### src/rtl/door_pkg.sv
`default_nettype none
// ============================================================================
// Module      : door_pkg
// Description : Shared state/direction encodings and default sizing for the
//               door access arbiter.
// Revision    : 1.0 - initial release
// ============================================================================
package door_pkg;

    localparam logic [1:0] c_st_idle  = 2'd0;
    localparam logic [1:0] c_st_grant = 2'd1;
    localparam logic [1:0] c_st_hold  = 2'd2;

    localparam logic c_dir_ent  = 1'b0;
    localparam logic c_dir_exit = 1'b1;

    localparam int c_def_capacity = 10;
    localparam int c_def_cnt_w    = 4;
    localparam int c_def_hold_cyc = 3;

endpackage
`default_nettype wire

### src/rtl/door_hold_timer.sv
`default_nettype none
// ============================================================================
// Module      : door_hold_timer
// Description : Loadable down-counter with zero flag timing the door hold.
// Revision    : 1.0 - initial release
// ============================================================================
module door_hold_timer #(
    parameter int W = 2
) (
    input  logic         clk,
    input  logic         rst,
    input  logic         load,
    input  logic [W-1:0] load_val,
    input  logic         dec,
    output logic         zero
);

    logic [W-1:0] r_cnt;

    always_ff @(posedge clk) begin
        if (rst) begin
            r_cnt <= '0;
        end else if (load) begin
            r_cnt <= load_val;
        end else if (dec && (r_cnt != '0)) begin
            r_cnt <= r_cnt - W'(1);
        end
    end

    assign zero = (r_cnt == '0);

endmodule
`default_nettype wire

### src/rtl/door_access_arbiter.sv
`default_nettype none
// ============================================================================
// Module      : door_access_arbiter
// Description : Shares one door between entry/exit requesters, holds it open
//               for a fixed time and tracks occupancy. Define DOOR_RR_EN for
//               round-robin tie-breaking (default: exit has priority).
// Revision    : 1.0 - initial release
// ============================================================================
module door_access_arbiter
    import door_pkg::*;
#(
    parameter int CAPACITY = c_def_capacity,
    parameter int CNT_W    = c_def_cnt_w,
    parameter int HOLD_CYC = c_def_hold_cyc
) (
    input  logic             clk,
    input  logic             rst,
    input  logic             ent_req,
    input  logic             exit_req,
    output logic             ent_gnt,
    output logic             exit_gnt,
    output logic             door_open,
    output logic             busy,
    output logic             reject,
    output logic [CNT_W-1:0] count,
    output logic             full,
    output logic             empty
);

    localparam int HOLD_W = (HOLD_CYC > 1) ? $clog2(HOLD_CYC) : 1;

    logic [1:0]       r_state;
    logic [1:0]       w_next_state;
    logic             r_ent_gnt, r_exit_gnt, r_door_open, r_reject;
    logic [CNT_W-1:0] r_count;
    logic             w_ent_gnt_d, w_exit_gnt_d, w_door_open_d, w_reject_d;
    logic [CNT_W-1:0] w_count_d;
    logic             w_ent_v, w_exit_v, w_grant, w_dir_sel, w_tie_dir;
    logic             w_full, w_empty, w_hold_zero;

    assign w_full   = (r_count == CNT_W'(CAPACITY));
    assign w_empty  = (r_count == '0);
    assign w_ent_v  = ent_req  & ~w_full;
    assign w_exit_v = exit_req & ~w_empty;
    assign w_grant  = (r_state == c_st_idle) & (w_ent_v | w_exit_v);

`ifdef DOOR_RR_EN
    logic r_last_dir;

    // Starts at exit so that the first tie after reset favours entry.
    always_ff @(posedge clk) begin
        if (rst) begin
            r_last_dir <= c_dir_exit;
        end else if (w_grant) begin
            r_last_dir <= w_dir_sel;
        end
    end

    assign w_tie_dir = (r_last_dir == c_dir_exit) ? c_dir_ent : c_dir_exit;
`else
    assign w_tie_dir = c_dir_exit;
`endif

    assign w_dir_sel = (w_ent_v && w_exit_v) ? w_tie_dir :
                       (w_ent_v ? c_dir_ent : c_dir_exit);

    door_hold_timer #(.W(HOLD_W)) u_hold_timer (
        .clk      (clk),
        .rst      (rst),
        .load     (r_state == c_st_grant),
        .load_val (HOLD_W'(HOLD_CYC - 1)),
        .dec      (r_state == c_st_hold),
        .zero     (w_hold_zero)
    );

    always_ff @(posedge clk) begin
        if (rst) begin
            r_state     <= c_st_idle;
            r_ent_gnt   <= 1'b0;
            r_exit_gnt  <= 1'b0;
            r_door_open <= 1'b0;
            r_reject    <= 1'b0;
            r_count     <= '0;
        end else begin
            r_state     <= w_next_state;
            r_ent_gnt   <= w_ent_gnt_d;
            r_exit_gnt  <= w_exit_gnt_d;
            r_door_open <= w_door_open_d;
            r_reject    <= w_reject_d;
            r_count     <= w_count_d;
        end
    end

    always_comb begin
        w_next_state = r_state;
        case (r_state)
            c_st_idle:  if (w_ent_v || w_exit_v) w_next_state = c_st_grant;
            c_st_grant: w_next_state = c_st_hold;
            c_st_hold:  if (w_hold_zero) w_next_state = c_st_idle;
            default:    w_next_state = c_st_idle;
        endcase
    end

    // Outputs are registered, so this computes their values for the next cycle;
    // count moves on the same edge the grant pulse appears.
    always_comb begin
        w_ent_gnt_d   = w_grant & (w_dir_sel == c_dir_ent);
        w_exit_gnt_d  = w_grant & (w_dir_sel == c_dir_exit);
        w_door_open_d = (w_next_state != c_st_idle);
        w_reject_d    = (r_state == c_st_idle) &
                        ((ent_req & w_full) | (exit_req & w_empty));
        w_count_d     = r_count;
        if (w_ent_gnt_d) begin
            w_count_d = r_count + CNT_W'(1);
        end else if (w_exit_gnt_d) begin
            w_count_d = r_count - CNT_W'(1);
        end
    end

    assign ent_gnt   = r_ent_gnt;
    assign exit_gnt  = r_exit_gnt;
    assign door_open = r_door_open;
    assign reject    = r_reject;
    assign count     = r_count;
    assign busy      = (r_state != c_st_idle);
    assign full      = w_full;
    assign empty     = w_empty;

endmodule
`default_nettype wire

### config.mk
export PLATFORM = sky130hd
export DESIGN_NAME = door_access_arbiter
export DESIGN_NICKNAME = d
export VERILOG_FILES = /design/src/rtl/door_pkg.sv /design/src/rtl/door_hold_timer.sv /design/src/rtl/door_access_arbiter.sv
export SDC_FILE = /design/constraint.sdc
export NUM_CORES = 1
export LEC_CHECK = 0
export ABC_AREA = 1
export CELL_PAD_IN_SITES_DETAIL_PLACEMENT = 0
export CELL_PAD_IN_SITES_GLOBAL_PLACEMENT = 1
export CORE_MARGIN = 4
export CORE_UTILIZATION = 29
export DETAILED_ROUTE_END_ITERATION = 6
export PLACE_DENSITY = 0.77
export SLEW_MARGIN = 20
export SYNTH_ARGS = -nofsm -noshare
export SYNTH_HDL_FRONTEND = slang
export SYNTH_SLANG_ARGS = --single-unit
### constraint.sdc
create_clock -name clk -period 1.7 [get_ports clk]
set_input_delay 0.34 -clock clk [delete_from_list [all_inputs] [get_ports clk]]
set_output_delay 0.34 -clock clk [all_outputs]
set_load 0.01 [all_outputs]
Yosys cells after proc, flatten, opt, wreduce, memory -nomap -nowiden:

Cells that the tools add are included.

* flip-flop bits (word level): 12
* input port bits: 4
* logic and storage cells: 48

* add/sub/neg operators: 3
* equal/unequal tests: 3
* muxes and demuxes: 9
* bitwise gates (word level): 13
* reduce and logical (&&, ||, !) cells: 12

Operators with widths (count)
* $reduce_bool 2->1: 5
* $and 1x1->1: 8
* $mux 2: 4
* $mux 4: 2
* $pmux 2 s3: 1
* $add 4x1->4 const B: 1
* $eq 4x4->1 const B: 1
* $logic_not 2->1: 2
* $logic_not 4->1: 1
* $sub 4x1->4 const B: 1
* $not 1->1: 3
* $eq 2x1->1 const B: 1
* $eq 2x2->1 const B: 1
* $logic_and 1x1->1: 2
* $mux 1: 2
* $or 1x1->1: 2
* $reduce_or 2->1: 1
* $sub 2x1->2 const B: 1
* $logic_or 1x1->1: 1

Longest topological paths before layout:

* depth after elaboration: 8
* gate-level depth with buffers: 13
* gate-level depth less buffers: 13

By module:

From an unflattened synthesis, not the netlist that was laid out.

* cell total of the unflattened synthesis: 96
* area total of the unflattened synthesis: 656.9 µm²

By module, submodules not included
* door_access_arbiter: instances 1, cells an instance 71, area an instance 516.7 µm², seq. area each 200.2 µm²
* door_hold_timer: instances 1, cells an instance 25, area an instance 140.1 µm², seq. area each 40.0 µm²

Least setup slack after synthesis:

OpenSTA, ideal clock, no wires.

* kind: reg2reg
* start point: reg r_count[0] (netlist: count[0])
* end point: reg r_count[3] (netlist: count[3])
* library setup time: 0.115 ns
* data arrival time: 1.686 ns
* data required time: 1.585 ns
* slack: -0.101 ns
* stages on the path, launching flop included: 12
* path buffers: 0
* cells stage by stage: dfxtp_1 > nor2_2 > a21oi_2 > nand3_1 > ha_1 > nand3_1 > nand3_1 > nand3_1 > nand2_1 > nand3_1 > nand2_1 > nor2_1

* cells in the longest elaborated chain, start to end: 8
* elaborated cells between the ends (all ways): 19
* those cells by class: 2 x add/sub; 1 x eq/ne; 4 x mux; 9 x bitwise; 3 x reduce/logical

RTL lines
* start: declaration: RTL line door_access_arbiter.sv:35 `logic [CNT_W-1:0] r_count;`
* start signal: assignment: RTL line door_access_arbiter.sv:90 `r_count <= w_count_d;`
* $eq 4x4->1 / $logic_not 4->1 (equally long branches): RTL line door_access_arbiter.sv:41, door_access_arbiter.sv:42
* $not 1->1 (on tied branches): RTL line door_access_arbiter.sv:43, door_access_arbiter.sv:44
* $and 1x1->1 (on tied branches): RTL line door_access_arbiter.sv:43, door_access_arbiter.sv:44
* $mux 1 / $logic_and 1x1->1 (equally long branches): RTL line door_access_arbiter.sv:65, door_access_arbiter.sv:64
* $mux 1: RTL line door_access_arbiter.sv:64 `assign w_dir_sel = (w_ent_v && w_exit_v) ? w_tie_dir :`
* $not 1->1: RTL line door_access_arbiter.sv:107 `w_ent_gnt_d = w_grant & (w_dir_sel == c_dir_ent);`
* $and 1x1->1: RTL line door_access_arbiter.sv:107
* $mux 4 / $reduce_bool 2->1 (equally long branches)

Parallel ways exist; a longest one is shown, timed or not. The select of a mux whose other input is x is not followed.
A chain may end at the register's enable or synchronous reset.

Worst setup path after layout:

Ends and elaborated chain as after synthesis.

==> summary.txt <==
Floorplanning
  – Die Ht: between 50 and 60 um
  – DIE AREA: around 2900 um2
  – Die Width: 53.5 um
  – Top-Level Pins: 15
  – Effective utilization at floorplan: 0.306
  – Core ar.: ~2000 um2
  – Row cnt: 16

Hold path
  – Hold WC Path Type: reg -> reg
  – Hold Path Origin: u_hold_timer.r_cnt[1]
  – Hold EP: u_hold_timer.r_cnt[1]
  – Hold Path Stages: 2

Power and ir drop
  – Seq pwr share: 0.263
  – Switching share of power: 0.401
  – Worst IR drop on VDD: about 0.00086 V
  – Int Power: 0.954 mW
  – Lkg Pwr: between 0.4 and 0.5 nW
  – Clk pwr share: 0.151
  – P per Cell Area: 1640 nW/um2
  – Switching power: 0.639 mW
  – Logic pwr share: 0.586

Critical path
  – CP cell instances: nor2_4, nand2_2, nand2_4, nand3_4, ha_4, nand3_1, nand3_2, inv_1, nand2_1, nand2_2, a21oi_2, nor2_1
  – Slowest cell on crit path: dfxtp_2
  – Crit path kind: reg -> reg
  – Cell mode on critical path: nand2_2
  – Critical path's largest stage delay: 0.34 ns
  – Cell count of the worst reg-to-reg path: 12
  – Critical path capture point type: flip-flop
  – WP data arrival: 1.87 ns
  – Reg2reg end: count[3]
  – FF-to-FF setup slack: 0.02 ns
  – Critical path fanouts, max: 3
  – Startpoint types: flip-flop
  – Required @ worst endpoint: 1.89 ns
  – Worst r2r src: count[0]

Route
  – Drt drc: 0
  – Vias per cell: 4.26
  – Remaining antenna violation count: 0
  – Final wirelength: 1.33 mm
  – Drt first pass iters: 4
  – WL/cell: 9.81 um
  – Via count: just under 600
  – Met2 WL: 622 um
  – WL met1: 620 um
  – Initial drt markers: 5
  – Routed wl met3: 37 um
  – DR top layer: met4

STA
  – Post-Route Setup TNS: 0 ns
  – Worst-Margin Slew: 0.231 ns
  – Relative slew margins: 0.845
  – RSZ-0062 raised after global routing: yes
  – FMAX: 0.597 GHz
  – Min Clock Period, post-route: 1.68 ns
  – Final setup vio count: 0
  – Fin. Hold Viols: 0
  – Post-route clock period utilization: 0.986
  – Final Max Slew Viols: 0
  – Worst Skew: 0.00648 ns

Synth
  – Mapped cell area: ~600 um2
  – Post-synth top area share: 0.400
  – Number of enable flip-flop cells after synthesis: 0
  – Register area share after synthesis: 0.400
  – Top-count cell post-synth: nor2_1
  – Async set-reset flop share out of synthesis: 0
  – Top area cells in the synthesized netlist: dfxtp_1, nor2_1, inv_1, nand2_1, ha_1
  – Ys flop type: dfxtp_1
  – Syn Nets: 88
  – Synth cell count leaders: nor2_1, inv_1, dfxtp_1, nand2_1
  – Syn Area/Cell: between 7 and 8 um2
  – Yosys warning total: 0
  – Yosys top cell by area: dfxtp_1
  – Yosys reg bits: 12
  – Mapped Cells: 80
  – Synth cell types: 18

Flow run
  – Max-cap violations: 0

Global routing
  – Initial antenna violation count: 0
  – Grt ovf: 0
  – Largest net degree at the start of global routing: 8
  – Number of global-route vias before repair: 540
  – Tot GR Track Use: 0.110
  – First-pass GRT wire length: about 2.2 mm

Final layout
  – Final instance area: slightly below 1000 um2
  – Fraction of layout cells with a size suffix above 1: 0.330
  – Final #Nets: 118
  – Layout area overhead: 61.7%
  – Final-layout fill cell count: between 200 and 250
  – Ant. Diodes: 0

CTS
  – Skew-Pair Late Insertion Delay: ~0.29 ns
  – CTS Sinks: 12
  – Clk root buf: clkbuf_4
  – Clk pin slew, worst setup/hold paths: roughly 0.090 ns
  – CTS buffer count: 3
  – CTS tree: done
  – H-tree lvl count: 1
  – Max Root-Sink Buffers: 2

Placement
  – Final RePlAce weighted congestion: 0.738
  – DP Area: approximately 860 um2
  – Hpwl dp: between 1 and 1.5 mm
  – # port buffers: 14

Run status
  – Run status: finished, final reports clean
==> cell type report <==
| class | instances | area (um2) | area share |
|---|---|---|---|
| Clock buffer | 4 | 36.3 | 0.0374 |
| Inverter | 14 | 52.6 | 0.0541 |
| Multi-Input combinational cell | 54 | 382 | 0.393 |
| Sequential cell | 12 | 245 | 0.253 |
| Tap cell | 27 | 33.8 | 0.0348 |
| Timing Repair Buffer | 25 | 221 | 0.228 |
==> through the flow <==
step	worst slack, ns	power, mW	hold WS (ns)	instances	util
finish	0.0244	1.59	0.468	136	0.495
global route	-0.127	1.75	0.479	136	0.495
CTS	-0.0266	1.55	0.470	134	0.470
detailed placement	-0.428	1.27	0.458	130	0.439
global placement	-0.373	1.25	0.449	130	0.439
floorplan	0.0000705	0.883	0.409	80	-
==> worst max-delay path by stage <==
stage / start / to / slack [ns] / cells past startpoint
final: count[0] / count[3] / 0.02 / 12
after global routing: count[3] / count[3] / -0.13 / 12
after CTS: count[0] / count[3] / -0.03 / 12
after detailed placement: ent_req / count[3] / -0.43 / 13
after global placement: ent_req / count[3] / -0.37 / 13
after floorplan: count[0] / count[3] / 0.00007 / 12
==> power groups by stage <==
stage / registers [mW] / logic, mW / clock network (mW)
final: 0.420 / 0.933 / 0.240
after global routing: 0.432 / 1.05 / 0.264
after CTS: 0.407 / 0.893 / 0.251
after detailed placement: 0.406 / 0.859 / 0
after global placement: 0.404 / 0.849 / 0
after floorplan: 0.464 / 0.419 / 0
==> cells by family after synthesis <==
logic type	share of synthesized area
AOI/OAI and AO/OA	0.142
adders and majority gates	0.0958
buffers and inverters	0.0875
DFF	0.400
xor gates and xnor gates	0.0146
and+or+nand+nor	0.260
==> per-layer routing <==
| layer | global-route usage | up-vias |
|---|---|---|
| met5 | 0 | - |
| met4 | 0.0894 | 0 |
| met3 | 0.0254 | 5 |
| met2 | 0.171 | 9 |
| met1 | 0.127 | 260 |
| li1 | - | 306 |
==> critical path: cells and delay by family, from the launching register on <==
kind,cells,cell delay (ns)
adders and majority gates,1,0.28
AOI/OAI and AO/OA,1,0.13
and+or+nand+nor,9,0.79
DFF,1,0.34
buffers and inverters,1,0.04
==> layout by cell type, fill, tap and decap left out, drive strengths merged <==
| cell type | n |
|---|---|
| a21oi | 7 |
| buf | 11 |
| clkbuf | 5 |
| clkdlybuf4s50 | 7 |
| dfxtp | 12 |
| dlygate4sd2 | 3 |
| dlymetal6s2s | 3 |
| fa | 1 |
| ha | 3 |
| inv | 14 |
| nand2 | 15 |
| nand3 | 5 |
| nor2 | 16 |
| o211a | 1 |
| o21ai | 5 |
| xor2 | 1 |
==> timing repair <==
| item | in CTS | in global routing |
|---|---|---|
| setup buffers | 0 | 2 |
| pin swaps | 3 | 2 |
| setup endpoints to repair | 5 | 6 |
| gates resized for setup | 9 | 13 |
| hold buffers | 0 | 0 |
==> state kept, by name, summed over array words and instances, names as in the netlist <==
signal,flops
count,4
r_state,2
u_hold_timer.r_cnt,2
door_open,1
ent_gnt,1
exit_gnt,1
reject,1
(Power assumes the default switching activity.)
